==> src/rtl/mips_pkg.sv <==
// Shared MIPS pipeline types and constants for the instruction fetch stage.
package mips_pkg;

    localparam int unsigned XLEN       = 32;
    localparam int unsigned WORD_BYTES = 4;

    localparam logic [XLEN-1:0] INSTR_NOP = 32'h0000_0000;

    typedef enum logic [1:0] {
        S_REQ,
        S_WAIT,
        S_HOLD
    } fetch_state_t;

    // Instruction word plus its fall-through address, as handed to decode.
    typedef struct packed {
        logic [XLEN-1:0] instr;
        logic [XLEN-1:0] pc_plus_4;
    } if_payload_t;

    function automatic logic [XLEN-1:0] word_align(input logic [XLEN-1:0] addr);
        return {addr[XLEN-1:2], 2'b00};
    endfunction

endpackage

==> src/rtl/instruction_fetch_if.sv <==
// Fetch-stage bus: instruction memory port, decode handshake and redirect input.
interface instruction_fetch_if;
    import mips_pkg::*;

    logic            imem_req;
    logic [XLEN-1:0] imem_addr;
    logic            imem_ack;
    logic [XLEN-1:0] imem_rdata;

    logic [XLEN-1:0] next_instruction;
    logic [XLEN-1:0] pc_plus_4;
    logic            if_valid;
    logic            id_ready;

    logic            redirect_valid;
    logic [XLEN-1:0] redirect_target;

    logic            fetch_err;

    modport master (
        output imem_req, imem_addr, next_instruction, pc_plus_4, if_valid, fetch_err,
        input  imem_ack, imem_rdata, id_ready, redirect_valid, redirect_target
    );

    modport slave (
        input  imem_req, imem_addr, next_instruction, pc_plus_4, if_valid, fetch_err,
        output imem_ack, imem_rdata, id_ready, redirect_valid, redirect_target
    );

endinterface

==> src/rtl/instruction_fetch.sv <==
// MIPS IF stage: one outstanding imem fetch, valid/ready hand-off to decode,
// redirect with squash of the in-flight request, and a fetch timeout.
module instruction_fetch
    import mips_pkg::*;
#(
    parameter logic [31:0] RESET_PC = 32'h0000_0000,
    parameter int unsigned TIMEOUT  = 16
) (
    input  logic                clk,
    input  logic                reset,
    instruction_fetch_if.master bus
);

    localparam int unsigned     TMO_W    = $clog2(TIMEOUT);
    localparam logic [TMO_W-1:0] TMO_LAST = TMO_W'(TIMEOUT - 1);
    localparam logic [XLEN-1:0] PC_INIT  = word_align(RESET_PC);

    fetch_state_t     state_q, state_d;
    logic [XLEN-1:0]  pc_q, pc_d;
    logic             squash_q, squash_d;
    logic [TMO_W-1:0] tmo_q, tmo_d;
    logic             valid_q, valid_d;
    if_payload_t      out_q, out_d;
    logic             err_q, err_d;

    logic [XLEN-1:0]  target;
    logic [XLEN-1:0]  pc_inc;

    assign target = word_align(bus.redirect_target);
    assign pc_inc = pc_q + XLEN'(WORD_BYTES);

    always_ff @(posedge clk) begin
        if (reset) begin
            state_q  <= S_REQ;
            pc_q     <= PC_INIT;
            squash_q <= 1'b0;
            tmo_q    <= '0;
            valid_q  <= 1'b0;
            out_q    <= '{instr: INSTR_NOP, pc_plus_4: '0};
            err_q    <= 1'b0;
        end else begin
            state_q  <= state_d;
            pc_q     <= pc_d;
            squash_q <= squash_d;
            tmo_q    <= tmo_d;
            valid_q  <= valid_d;
            out_q    <= out_d;
            err_q    <= err_d;
        end
    end

    always_comb begin
        state_d  = state_q;
        pc_d     = pc_q;
        squash_d = squash_q;
        tmo_d    = tmo_q;
        valid_d  = valid_q;
        out_d    = out_q;
        err_d    = err_q;

        unique case (state_q)
            S_REQ: begin
                state_d = S_WAIT;
                tmo_d   = '0;
                if (bus.imem_ack) begin
                    err_d = 1'b1;
                end
                // The request goes out with the old pc; mark it for discard.
                if (bus.redirect_valid) begin
                    pc_d     = target;
                    squash_d = 1'b1;
                end
            end

            S_WAIT: begin
                tmo_d = tmo_q + TMO_W'(1);
                if (bus.imem_ack && (squash_q || bus.redirect_valid)) begin
                    squash_d = 1'b0;
                    if (bus.redirect_valid) begin
                        pc_d = target;
                    end
                    state_d = S_REQ;
                end else if (bus.imem_ack) begin
                    out_d   = '{instr: bus.imem_rdata, pc_plus_4: pc_inc};
                    pc_d    = pc_inc;
                    valid_d = 1'b1;
                    state_d = S_HOLD;
                end else if (bus.redirect_valid) begin
                    pc_d     = target;
                    squash_d = 1'b1;
                end else if (tmo_q == TMO_LAST) begin
                    // Abandon the lost request and reissue whatever pc now holds.
                    err_d    = 1'b1;
                    squash_d = 1'b0;
                    state_d  = S_REQ;
                end
            end

            S_HOLD: begin
                if (bus.imem_ack) begin
                    err_d = 1'b1;
                end
                if (bus.redirect_valid) begin
                    valid_d = 1'b0;
                    pc_d    = target;
                    state_d = S_REQ;
                end else if (bus.id_ready) begin
                    valid_d = 1'b0;
                    state_d = S_REQ;
                end
            end

            default: begin
                state_d = S_REQ;
            end
        endcase
    end

    assign bus.imem_req         = (state_q == S_REQ);
    assign bus.imem_addr        = (state_q == S_REQ) ? pc_q : XLEN'(0);
    assign bus.next_instruction = out_q.instr;
    assign bus.pc_plus_4        = out_q.pc_plus_4;
    assign bus.if_valid         = valid_q;
    assign bus.fetch_err        = err_q;

endmodule

==> src/flat_wrapper.sv <==
// flat-port wrapper written by rule: the top's interface ports become plain ports
module instruction_fetch_flat import mips_pkg::*;
#(
    parameter logic [31:0] RESET_PC = 32'h0000_0000,
    parameter int unsigned TIMEOUT  = 16
)
  (clk, reset, bus_imem_req, bus_imem_addr, bus_next_instruction, bus_pc_plus_4, bus_if_valid, bus_fetch_err, bus_imem_ack, bus_imem_rdata, bus_id_ready, bus_redirect_valid, bus_redirect_target);
  instruction_fetch_if bus_i ();
  input  logic clk;
  input  logic reset;
  output wire logic [$bits(bus_i.imem_req)-1:0] bus_imem_req;
  output wire logic [$bits(bus_i.imem_addr)-1:0] bus_imem_addr;
  output wire logic [$bits(bus_i.next_instruction)-1:0] bus_next_instruction;
  output wire logic [$bits(bus_i.pc_plus_4)-1:0] bus_pc_plus_4;
  output wire logic [$bits(bus_i.if_valid)-1:0] bus_if_valid;
  output wire logic [$bits(bus_i.fetch_err)-1:0] bus_fetch_err;
  input wire logic [$bits(bus_i.imem_ack)-1:0] bus_imem_ack;
  input wire logic [$bits(bus_i.imem_rdata)-1:0] bus_imem_rdata;
  input wire logic [$bits(bus_i.id_ready)-1:0] bus_id_ready;
  input wire logic [$bits(bus_i.redirect_valid)-1:0] bus_redirect_valid;
  input wire logic [$bits(bus_i.redirect_target)-1:0] bus_redirect_target;
  assign bus_imem_req = bus_i.imem_req;
  assign bus_imem_addr = bus_i.imem_addr;
  assign bus_next_instruction = bus_i.next_instruction;
  assign bus_pc_plus_4 = bus_i.pc_plus_4;
  assign bus_if_valid = bus_i.if_valid;
  assign bus_fetch_err = bus_i.fetch_err;
  assign bus_i.imem_ack = bus_imem_ack;
  assign bus_i.imem_rdata = bus_imem_rdata;
  assign bus_i.id_ready = bus_id_ready;
  assign bus_i.redirect_valid = bus_redirect_valid;
  assign bus_i.redirect_target = bus_redirect_target;
  instruction_fetch #(.RESET_PC(RESET_PC), .TIMEOUT(TIMEOUT)) u_core (.clk(clk), .reset(reset), .bus(bus_i));
endmodule
==> config.mk <==
export PLATFORM = sky130hd
export DESIGN_NAME = instruction_fetch_flat
export DESIGN_NICKNAME = d
export VERILOG_FILES = /design/src/rtl/mips_pkg.sv /design/src/rtl/instruction_fetch_if.sv /design/src/rtl/instruction_fetch.sv /design/src/flat_wrapper.sv
export SDC_FILE = /design/constraint.sdc
export NUM_CORES = 1
export LEC_CHECK = 0
export ABC_CLOCK_PERIOD_IN_PS = 2050
export CAP_MARGIN = 20
export CORE_ASPECT_RATIO = 1.4
export CORE_MARGIN = 4
export CORE_UTILIZATION = 47
export CTS_BUF_LIST = sky130_fd_sc_hd__clkbuf_4 sky130_fd_sc_hd__clkbuf_8
export DETAILED_ROUTE_END_ITERATION = 8
export PLACE_DENSITY_LB_ADDON = 0.12
export SLEW_MARGIN = 15
export SYNTH_ARGS = -nofsm -noshare
export SYNTH_HDL_FRONTEND = slang
export SYNTH_SLANG_ARGS = --single-unit
==> constraint.sdc <==
create_clock -name clk -period 2.05 [get_ports clk]
set_input_delay 0.3075 -clock clk [delete_from_list [all_inputs] [get_ports clk]]
set_output_delay 0.3075 -clock clk [all_outputs]
set_load 0.02 [all_outputs]
==> impl_metrics.yaml, run 1 <==
yosys:
  synthFlopType: "dfxtp_1"
  synth-seq-cells: 105
  synth_area_leaders: "dfxtp_1, nand2_1, a21oi_1"
  yosys_warnings: 0
  synth_fp_nets: 687
  syn_area_sq_um: 4975
  avgSynthCellArea_sq_um: 8.076
  async_reset_ff_share_pct: 0
  synth_top_area_share_pct: 42.25
  synth_area_leader_cell: "dfxtp_1"
  synth_seq_area_share_pct: 42.25
  ys_types: 52
  synth_edf_count: 0
  netlist_instances: 616
floorplanning:
  core-area_sq_um: 10350
  row_count: 44
  die_x_microns: 94.95
  start_util_pct: 48.07
  ios: 168
  die_h_microns: 129.7
  die_area_sq_um: 12320
placed_design:
  hpwl_mm: 11.06
  routabilityCongestion: 0.8933
  io_buffers: 165
  pre_cts_ws_ns: 0.02228
worst_setup_path:
  crit_chain: "nor2_2 > buf_4 > and2_1 > dlygate4sd2_1"
  path_buf_inv: 2
  required_ns: 1.74
  path_class: "reg -> out"
  cp-start-kind: "flip-flop"
  arrival_ns: 1.65
  cp_max_fo: 11
  worst_path_max_delay_cell: "dfxtp_1"
  path_delay_family: "flip-flops"
  slowest_delay_ns: 0.52
  critPathCaptureType: "primary output"
sta:
  setup_slack_ns: 0.09088
  worstMarginPinSlew_ns: 0.5129
  rsz0062_at_grt: "no"
  clock.fmax_ghz: 0.5104
  maxSlewHeadroom_pct: 65.72
  period_minus_slack_ns: 1.959
  finalSetupTns_ns: 0
  finalHoldViolCount: 0
  fin_skew_ns: 0.01166
  maxSlewViolCount: 0
  period_share_pct: 95.57
  finalSetupViolations: 0
detailed_routing:
  drc: 0
  first_iter_violations: 260
  dr.pass1.iters: 5
  ant_nets: 0
  wl_per_cell_microns: 16.03
  routed-via-count: 5125
  wirelength_mm: 14.83
  vias_per_cell: 5.541
clocking:
  clockBufferDepth: 2
  cts.sinks: 105
  clk_latency_ns: 0.39
  cts.clk_slew.worst_paths_ns: 0.10
  root_buffer: "clkbuf_8"
  cts_buffers: 9
  holdBufCountCts: 0
  cts_setup_buffers: 0
  cts_tree: "built"
  htreeDepth: 3
grt:
  grt_pass1_wl_mm: 23.98
  antenna_found_initial: 0
  gr-total-overflow: 0
  grt_start_max_net_pins: 96
  grt_pass1_vias: 5083
  grt_util_all_layers_pct: 24.53
worst_hold_path:
  hold_class: "in -> reg"
finish:
  diodes: 0
  drive_gt1_share_pct: 9.911
  layout_commonest_cell: "clkdlybuf4s50_1"
  final_nets: 853
  final_cell_mix: "clkdlybuf4s50_1, dfxtp_1, nand2_1"
  areaGrowthSynthToFinish_pct: 43.99
outcome:
  outcome: "finished clean"
flow_run:
  maxCapViolations: 0
power_and_ir_drop:
  ir_drop_uv: 467.3
  powerDensity_nw_per_um2: 600.6
  power_leakage_nw: 2.632
[metrics by stage]
stage	instances	hold WS [ns]	total power [W]	area [sq um]	util [%]
3_5_place_dp	909	0.4457	0.003130	7013	67.76
5_1_grt	925	0.2884	0.004484	7163	69.21
3_3_place_gp	909	0.4410	0.003108	7013	67.76
6_report	925	0.2779	0.004302	7163	69.21
2_1_floorplan	616	0.4358	0.002675	4975	-
4_1_cts	925	0.2545	0.004325	7161	69.19
[registers in the layout (all words and copies together), names as in the netlist]
| register | flops |
|---|---|
| u_core.bus.fetch_err | 1 |
| u_core.bus.if_valid | 1 |
| u_core.bus.next_instruction | 32 |
| u_core.bus.pc_plus_4 | 32 |
| u_core.pc_q | 32 |
| u_core.squash_q | 1 |
| u_core.state_q | 2 |
| u_core.tmo_q | 4 |
[logic make-up after synthesis]
group / share of synthesized area (%)
simple gates: 28.24
compound gates: 19.11
flops: 42.25
buf+inv: 4.930
xor+xnor: 4.754
fa+ha+maj: 0.5029
mux: 0.2012
[cell usage after synthesis (all sizes together), types with 13 or more instances]
cell type / instances
dfxtp: 105
nand2: 86
nor2: 66
a21oi: 53
clkbuf: 33
and2: 31
nand3: 28
a211oi: 25
buf: 21
nor3: 20
xor2: 19
a22oi: 14
o21ai: 14
nand4: 13
[per-layer routing]
layer,track usage (%),vias to the layer above,wire length (microns)
li1,-,2486,-
met1,27.52,2374,5678
met2,42.44,228,7316
met3,7.036,37,1345
met4,11.64,0,489
met5,0,-,0
[final timing paths]
check,from,end,slack (ns),cells after the start
worst max register to register,u_core.pc_q[14],u_core.bus.pc_plus_4[24],0.12,5
worst min register to register,u_core.bus.next_instruction[25],u_core.bus.next_instruction[25],0.46,2
worst max-delay path,u_core.state_q[0],bus_imem_addr[2],0.09,4
worst min-delay path,reset,u_core.bus.fetch_err,0.28,3
[timing repair]
action                                  4_1_cts  5_1_grt
gates resized for setup                      34        2
pin swaps                                     0        1
endpoints found under the setup margin       33        7
hold endpoints to repair                      0        0
[power breakdown]
part           switching [W]  internal (W)  leakage [nW]
combinational       0.000412      0.000417          1.69
sequential         0.0000982       0.00213         0.857
clock               0.000748      0.000495        0.0856
[layout make-up]
type,instances,area (sq um)
Inverter,5,18.77
Timing Repair Buffer,209,2043
Fill cell,907,3187
Multi-Input combinational cell,452,2640
Sequential cell,105,2103
Clock inverter,5,40.04
Tap cell,138,172.7
Clock buffer,11,145.1
[worst register-to-register path: cells and delay by family, from the launching register on]
kind | cells | cell delay (ns)
AOI/OAI and AO/OA | 1 | 0.22
xor gates and xnor gates | 1 | 0.21
DFF | 1 | 0.54
and+or+nand+nor | 3 | 0.90
No activity file was read; power rests on OpenSTA's default activity.
==> run 2, diff against run 1 <==
--- a/config.mk
+++ b/config.mk
@@ -9,8 +9,8 @@
 export CAP_MARGIN = 20
 export CORE_ASPECT_RATIO = 1.4
 export CORE_MARGIN = 4
-export CORE_UTILIZATION = 47
-export CTS_BUF_LIST = sky130_fd_sc_hd__clkbuf_4 sky130_fd_sc_hd__clkbuf_8
+export CORE_UTILIZATION = 46
+export CTS_CLUSTER_SIZE = 40
 export DETAILED_ROUTE_END_ITERATION = 8
 export PLACE_DENSITY_LB_ADDON = 0.12
 export SLEW_MARGIN = 15
==> run 2 against run 1 <==
Power grew 14%. Sequential share of layout area shrank 0.53 points. First-iteration DRC count shrank 13%. Die area grew 2.0%. Setup slack gained 0.0060 ns. Critical endpoint is now bus_imem_req. Largest cell class unchanged. Largest power group unchanged.
==> impl_metrics.yaml, run 2 (synthesis results as in run 1) <==
floorplanning:
  die_area_sq_um: 12570
  ios: 168
  die_x_microns: 95.89
  start_util_pct: 47.56
  die_h_microns: 131.0
  row_count: 44
  core-area_sq_um: 10460
grt:
  antenna_found_initial: 0
  grt_start_max_net_pins: 96
  grt_pass1_wl_mm: 23.67
  grt_util_all_layers_pct: 23.90
  grt_pass1_vias: 4997
  gr-total-overflow: 0
sta:
  finalSetupViolations: 0
  setup_slack_ns: 0.09688
  finalHoldViolCount: 0
  period_minus_slack_ns: 1.953
  rsz0062_at_grt: "no"
  period_share_pct: 95.27
  hold_ws_ns: 0.3072
  fin_skew_ns: 0.009926
  clock.fmax_ghz: 0.5120
  maxSlewViolCount: 0
  finalSetupTns_ns: 0
  maxSlewHeadroom_pct: 67.20
  worstMarginPinSlew_ns: 0.4909
placed_design:
  routabilityCongestion: 0.8614
  dpl.cell_count: 911
  pre_cts_ws_ns: -0.07639
  hpwl_mm: 11.06
  io_buffers: 165
finish:
  drive_gt1_share_pct: 10.01
  diodes: 0
  finalCoreUtilization_pct: 69.70
  stdcell_count: 927
  final_cell_mix: "clkdlybuf4s50_1, dfxtp_1, nand2_1"
  final_nets: 855
  areaGrowthSynthToFinish_pct: 46.55
  layout_commonest_cell: "clkdlybuf4s50_1"
worst_hold_path:
  hold_class: "in -> reg"
clocking:
  holdBufCountCts: 0
  cts_buffers: 9
  cts_tree: "built"
  cts.clk_slew.worst_paths_ns: 0.07
  root_buffer: "clkbuf_16"
  clk_latency_ns: 0.35
  htreeDepth: 3
  clockBufferDepth: 2
  cts.sinks: 105
  cts_setup_buffers: 0
power_and_ir_drop:
  powerDensity_nw_per_um2: 675.3
  power_leakage_nw: 2.708
  ir_drop_uv: 473.1
detailed_routing:
  first_iter_violations: 227
  vias_per_cell: 5.508
  ant_nets: 0
  drc: 0
  wl_per_cell_microns: 16.22
  dr.pass1.iters: 5
  wirelength_mm: 15.04
  routed-via-count: 5106
worst_setup_path:
  critPathCaptureType: "primary output"
  required_ns: 1.74
  path_class: "reg -> out"
  cp-start-kind: "flip-flop"
  cp_max_fo: 7
  arrival_ns: 1.65
flow_run:
  maxCapViolations: 0
outcome:
  outcome: "finished clean"
[run 2: cell types whose count changed in the layout (fill, tap and decap cells not counted), moves of 3 or more]
cell,before,now
clkbuf_8,10,1
buf_4,36,41
clkbuf_16,0,9
clkinvlp_4,3,0
[run 2: through the flow]
stage / power [W] / area, sq um
6_report: 0.004923 / 7291
3_5_place_dp: 0.003124 / 7003
5_1_grt: 0.005119 / 7291
4_1_cts: 0.004955 / 7284
2_1_floorplan: 0.002675 / 4975
3_3_place_gp: 0.003104 / 7003
[run 2: power by group]
group | switching (W) | internal [W] | total (W)
clock network | 0.000763 | 0.00110 | 0.00187
logic | 0.000414 | 0.000414 | 0.000828
registers | 0.0000985 | 0.00213 | 0.00223
total | 0.00127 | 0.00365 | 0.00492
[run 2: metal layers]
| metal | track usage [%] | share of wire (%) |
|---|---|---|
| met1 | 26.28 | 38 |
| met2 | 41.77 | 50 |
| met5 | 0 | 0 |
| met4 | 10.30 | 2.8 |
| met3 | 7.675 | 9.3 |
[run 2: worst paths after layout]
| path | slack, ns | endpoint | cells past startpoint | startpoint |
|---|---|---|---|---|
| min | 0.31 | u_core.bus.fetch_err | 3 | reset |
| min reg2reg | 0.45 | u_core.bus.next_instruction[25] | 2 | u_core.bus.next_instruction[25] |
| max | 0.1 | bus_imem_req | 3 | u_core.state_q[0] |
| max reg2reg | 0.14 | u_core.bus.pc_plus_4[16] | 8 | u_core.pc_q[3] |
[run 2: final cells by class]
type	count	area [sq um]
Inverter	5	18.77
Fill cell	869	3169
Sequential cell	105	2102
Clock buffer	11	242.7
Tap cell	138	172.7
Timing Repair Buffer	211	2029
Multi-Input combinational cell	452	2646
Clock inverter	5	78.83
[run 2: critical path, stage by stage, from the launching register on]
cell             delay [ns]
dfxtp_1                0.34
nor2_2                 0.17
buf_4                  0.18
clkdlybuf4s50_1        0.60
[run 2: repair_timing]
item	in CTS	in global routing
endpoints found under the setup margin	32	8
pin swaps	0	1
endpoints found under the hold margin	0	0
resized for setup	32	1
==> run 3, diff against run 2 <==
--- a/config.mk
+++ b/config.mk
@@ -5,14 +5,15 @@
 export SDC_FILE = /design/constraint.sdc
 export NUM_CORES = 1
 export LEC_CHECK = 0
-export ABC_CLOCK_PERIOD_IN_PS = 2050
+export ABC_CLOCK_PERIOD_IN_PS = 1570
 export CAP_MARGIN = 20
 export CORE_ASPECT_RATIO = 1.4
 export CORE_MARGIN = 4
-export CORE_UTILIZATION = 46
+export CORE_UTILIZATION = 41
 export CTS_CLUSTER_SIZE = 40
 export DETAILED_ROUTE_END_ITERATION = 8
-export PLACE_DENSITY_LB_ADDON = 0.12
+export PLACE_DENSITY = 0.76
+export SETUP_SLACK_MARGIN = 0.15
 export SLEW_MARGIN = 15
 export SYNTH_ARGS = -nofsm -noshare
 export SYNTH_HDL_FRONTEND = slang
==> constraint.sdc (replaced) <==
create_clock -name clk -period 1.57 [get_ports clk]
set_input_delay 0.2355 -clock clk [delete_from_list [all_inputs] [get_ports clk]]
set_output_delay 0.2355 -clock clk [all_outputs]
set_load 0.02 [all_outputs]
==> run 3 against run 2 <==
The flow now finishes with violations (negative setup slack). Utilization up 10 points. Power rose by 42%. Clock skew hardly changed. Flip-flop and latch count unchanged. First-iteration DRC count up 55%. Wire length increased by 47%.
==> impl_metrics.yaml, run 3 (synthesis results as in run 1) <==
clocking:
  root_buffer: "clkbuf_16"
  cts_tree: "built"
  clockBufferDepth: 2
  cts.sinks: 105
  clk_latency_ns: 0.36
  htreeDepth: 3
  cts_buffers: 9
  cts.clk_slew.worst_paths_ns: 0.07
finish:
  final_cell_mix: "buf_4, dfxtp_1, buf_6"
  diodes: 0
  final_nets: 986
  design_area_sq_um: 9493
  multi_input_comb_area_sq_um: 3237
  regArea_sq_um: 2142
  drive_gt1_share_pct: 41.09
  nFillCells: 665
  areaGrowthSynthToFinish_pct: 90.82
  layout_commonest_cell: "buf_4"
sta:
  maxSlewHeadroom_pct: 69.74
  setup_slack_ns: -0.2301
  rsz0062_at_grt: "yes"
  worstMarginPinSlew_ns: 0.4539
  fin_skew_ns: 0.009786
  finalSetupTns_ns: -9.336
  period_share_pct: 114.7
  finalSetupViolations: 86
  finalHoldViolCount: 0
  hold_ws_ns: 0.3419
  clock.fmax_ghz: 0.5555
  maxSlewViolCount: 0
  period_minus_slack_ns: 1.800
power_and_ir_drop:
  p_sw_share_pct: 29.42
  clkPwrFrac_pct: 34.4
  power_leakage_nw: 4.535
  power.combinational.fraction_pct: 24.2
  ir_drop_uv: 646.4
  p_int_w: 0.004938
  seqPwrFrac_pct: 41.3
  powerDensity_nw_per_um2: 737.0
  p_sw_w: 0.002059
detailed_routing:
  drc: 0
  routed-via-count: 6142
  dr.pass1.iters: 5
  first_iter_violations: 352
  ant_nets: 0
  vias_per_cell: 5.756
  wirelength_mm: 22.10
  wl_per_cell_microns: 20.71
worst_setup_path:
  required_ns: 1.33
  critPathCaptureType: "primary output"
  path_class: "reg -> out"
  cp_max_fo: 5
  arrival_ns: 1.56
  cp-start-kind: "flip-flop"
grt:
  grt_start_max_net_pins: 96
  gr-total-overflow: 0
  grt_util_all_layers_pct: 25.77
  antenna_found_initial: 0
  grt_pass1_vias: 6004
  grt_pass1_wl_mm: 29.33
placed_design:
  routabilityCongestion: 0.8897
  hpwl_mm: 12.37
  place_area_sq_um: 7567
  io_buffers: 165
floorplanning:
  die_area_sq_um: 13990
  start_util_pct: 41.88
  row_count: 47
  ios: 168
  core-area_sq_um: 11880
  die_x_microns: 101.1
  die_h_microns: 138.3
worst_hold_path:
  hold_class: "in -> reg"
outcome:
  violations: "negative setup slack"
  outcome: "finished, violations left"
flow_run:
  maxCapViolations: 0
## run 3: cell count changes in the layout (fill, tap and decap cells not counted), moves of 11 or more
cell             before  now
nor2_1               65   54
dlymetal6s2s_1        0   43
nand2_1              86   60
and2_4                0   24
nand2_2               0   23
and2_1               30    6
buf_6                 0   79
buf_4                41  106
dfxtp_2               0   17
dfxtp_1             105   83
clkdlybuf4s50_1     132   64
## run 3: what timing repair did
| item | CTS | global route |
|---|---|---|
| buffers inserted | 26 | 32 |
| resized for setup | 294 | 185 |
| endpoints found under the setup margin | 197 | 174 |
| pin swaps | 31 | 56 |
| cloned | 8 | 6 |
| hold buffers | 0 | 0 |
## run 3: layout make-up
class	count	share of cell area (%)
Multi-Input combinational cell	454	34.10
Clock buffer	10	2.412
Timing Repair Buffer	340	38.00
Tap cell	147	1.938
Inverter	5	0.1977
Sequential cell	105	22.56
Clock inverter	6	0.7908
## run 3: power groups by stage
stage                     sequential, W  clock [W]  combinational [W]
after floorplan                 0.00300          0           0.000519
after global placement          0.00294          0            0.00125
after detailed placement        0.00294          0            0.00128
after CTS                       0.00288    0.00236            0.00140
after global routing            0.00290    0.00251            0.00177
final                           0.00289    0.00241            0.00170
## run 3: worst max-delay path, stage by stage (launching register included)
cell,delay [ns]
dfxtp_4,0.37
buf_6,0.13
nor2_4,0.16
buf_4,0.15
buf_6,0.11
and2_1,0.15
buf_4,0.15
## run 3: metrics by stage
stage	std cells	setup WS (ns)	utilization [%]	power, W
5_1_grt	1067	-0.2492	79.91	0.007189
4_1_cts	1029	-0.1180	71.54	0.006641
2_1_floorplan	616	-0.02096	-	0.003521
3_5_place_dp	979	-0.4269	63.70	0.004218
3_3_place_gp	979	-0.3567	63.70	0.004186
6_report	1067	-0.2301	79.91	0.006996
## run 3: final timing paths
| kind | slack (ns) | startpoint | endpoint | cells past startpoint |
|---|---|---|---|---|
| min | 0.34 | reset | u_core.pc_q[22] | 4 |
| min reg2reg | 0.45 | u_core.bus.next_instruction[22] | u_core.bus.next_instruction[22] | 2 |
| max | -0.23 | u_core.state_q[0] | bus_imem_addr[7] | 6 |
| max reg2reg | -0.19 | u_core.pc_q[3] | u_core.bus.pc_plus_4[29] | 7 |
## run 3: layer usage
layer  track usage [%]  up-vias  part of all wire [%]
li1                  -     2765                     -
met1             27.43     2937                    33
met2             45.21      338                    52
met3             8.065      102                   8.7
met4             12.11        0                   6.1
met5                 0        -                     0
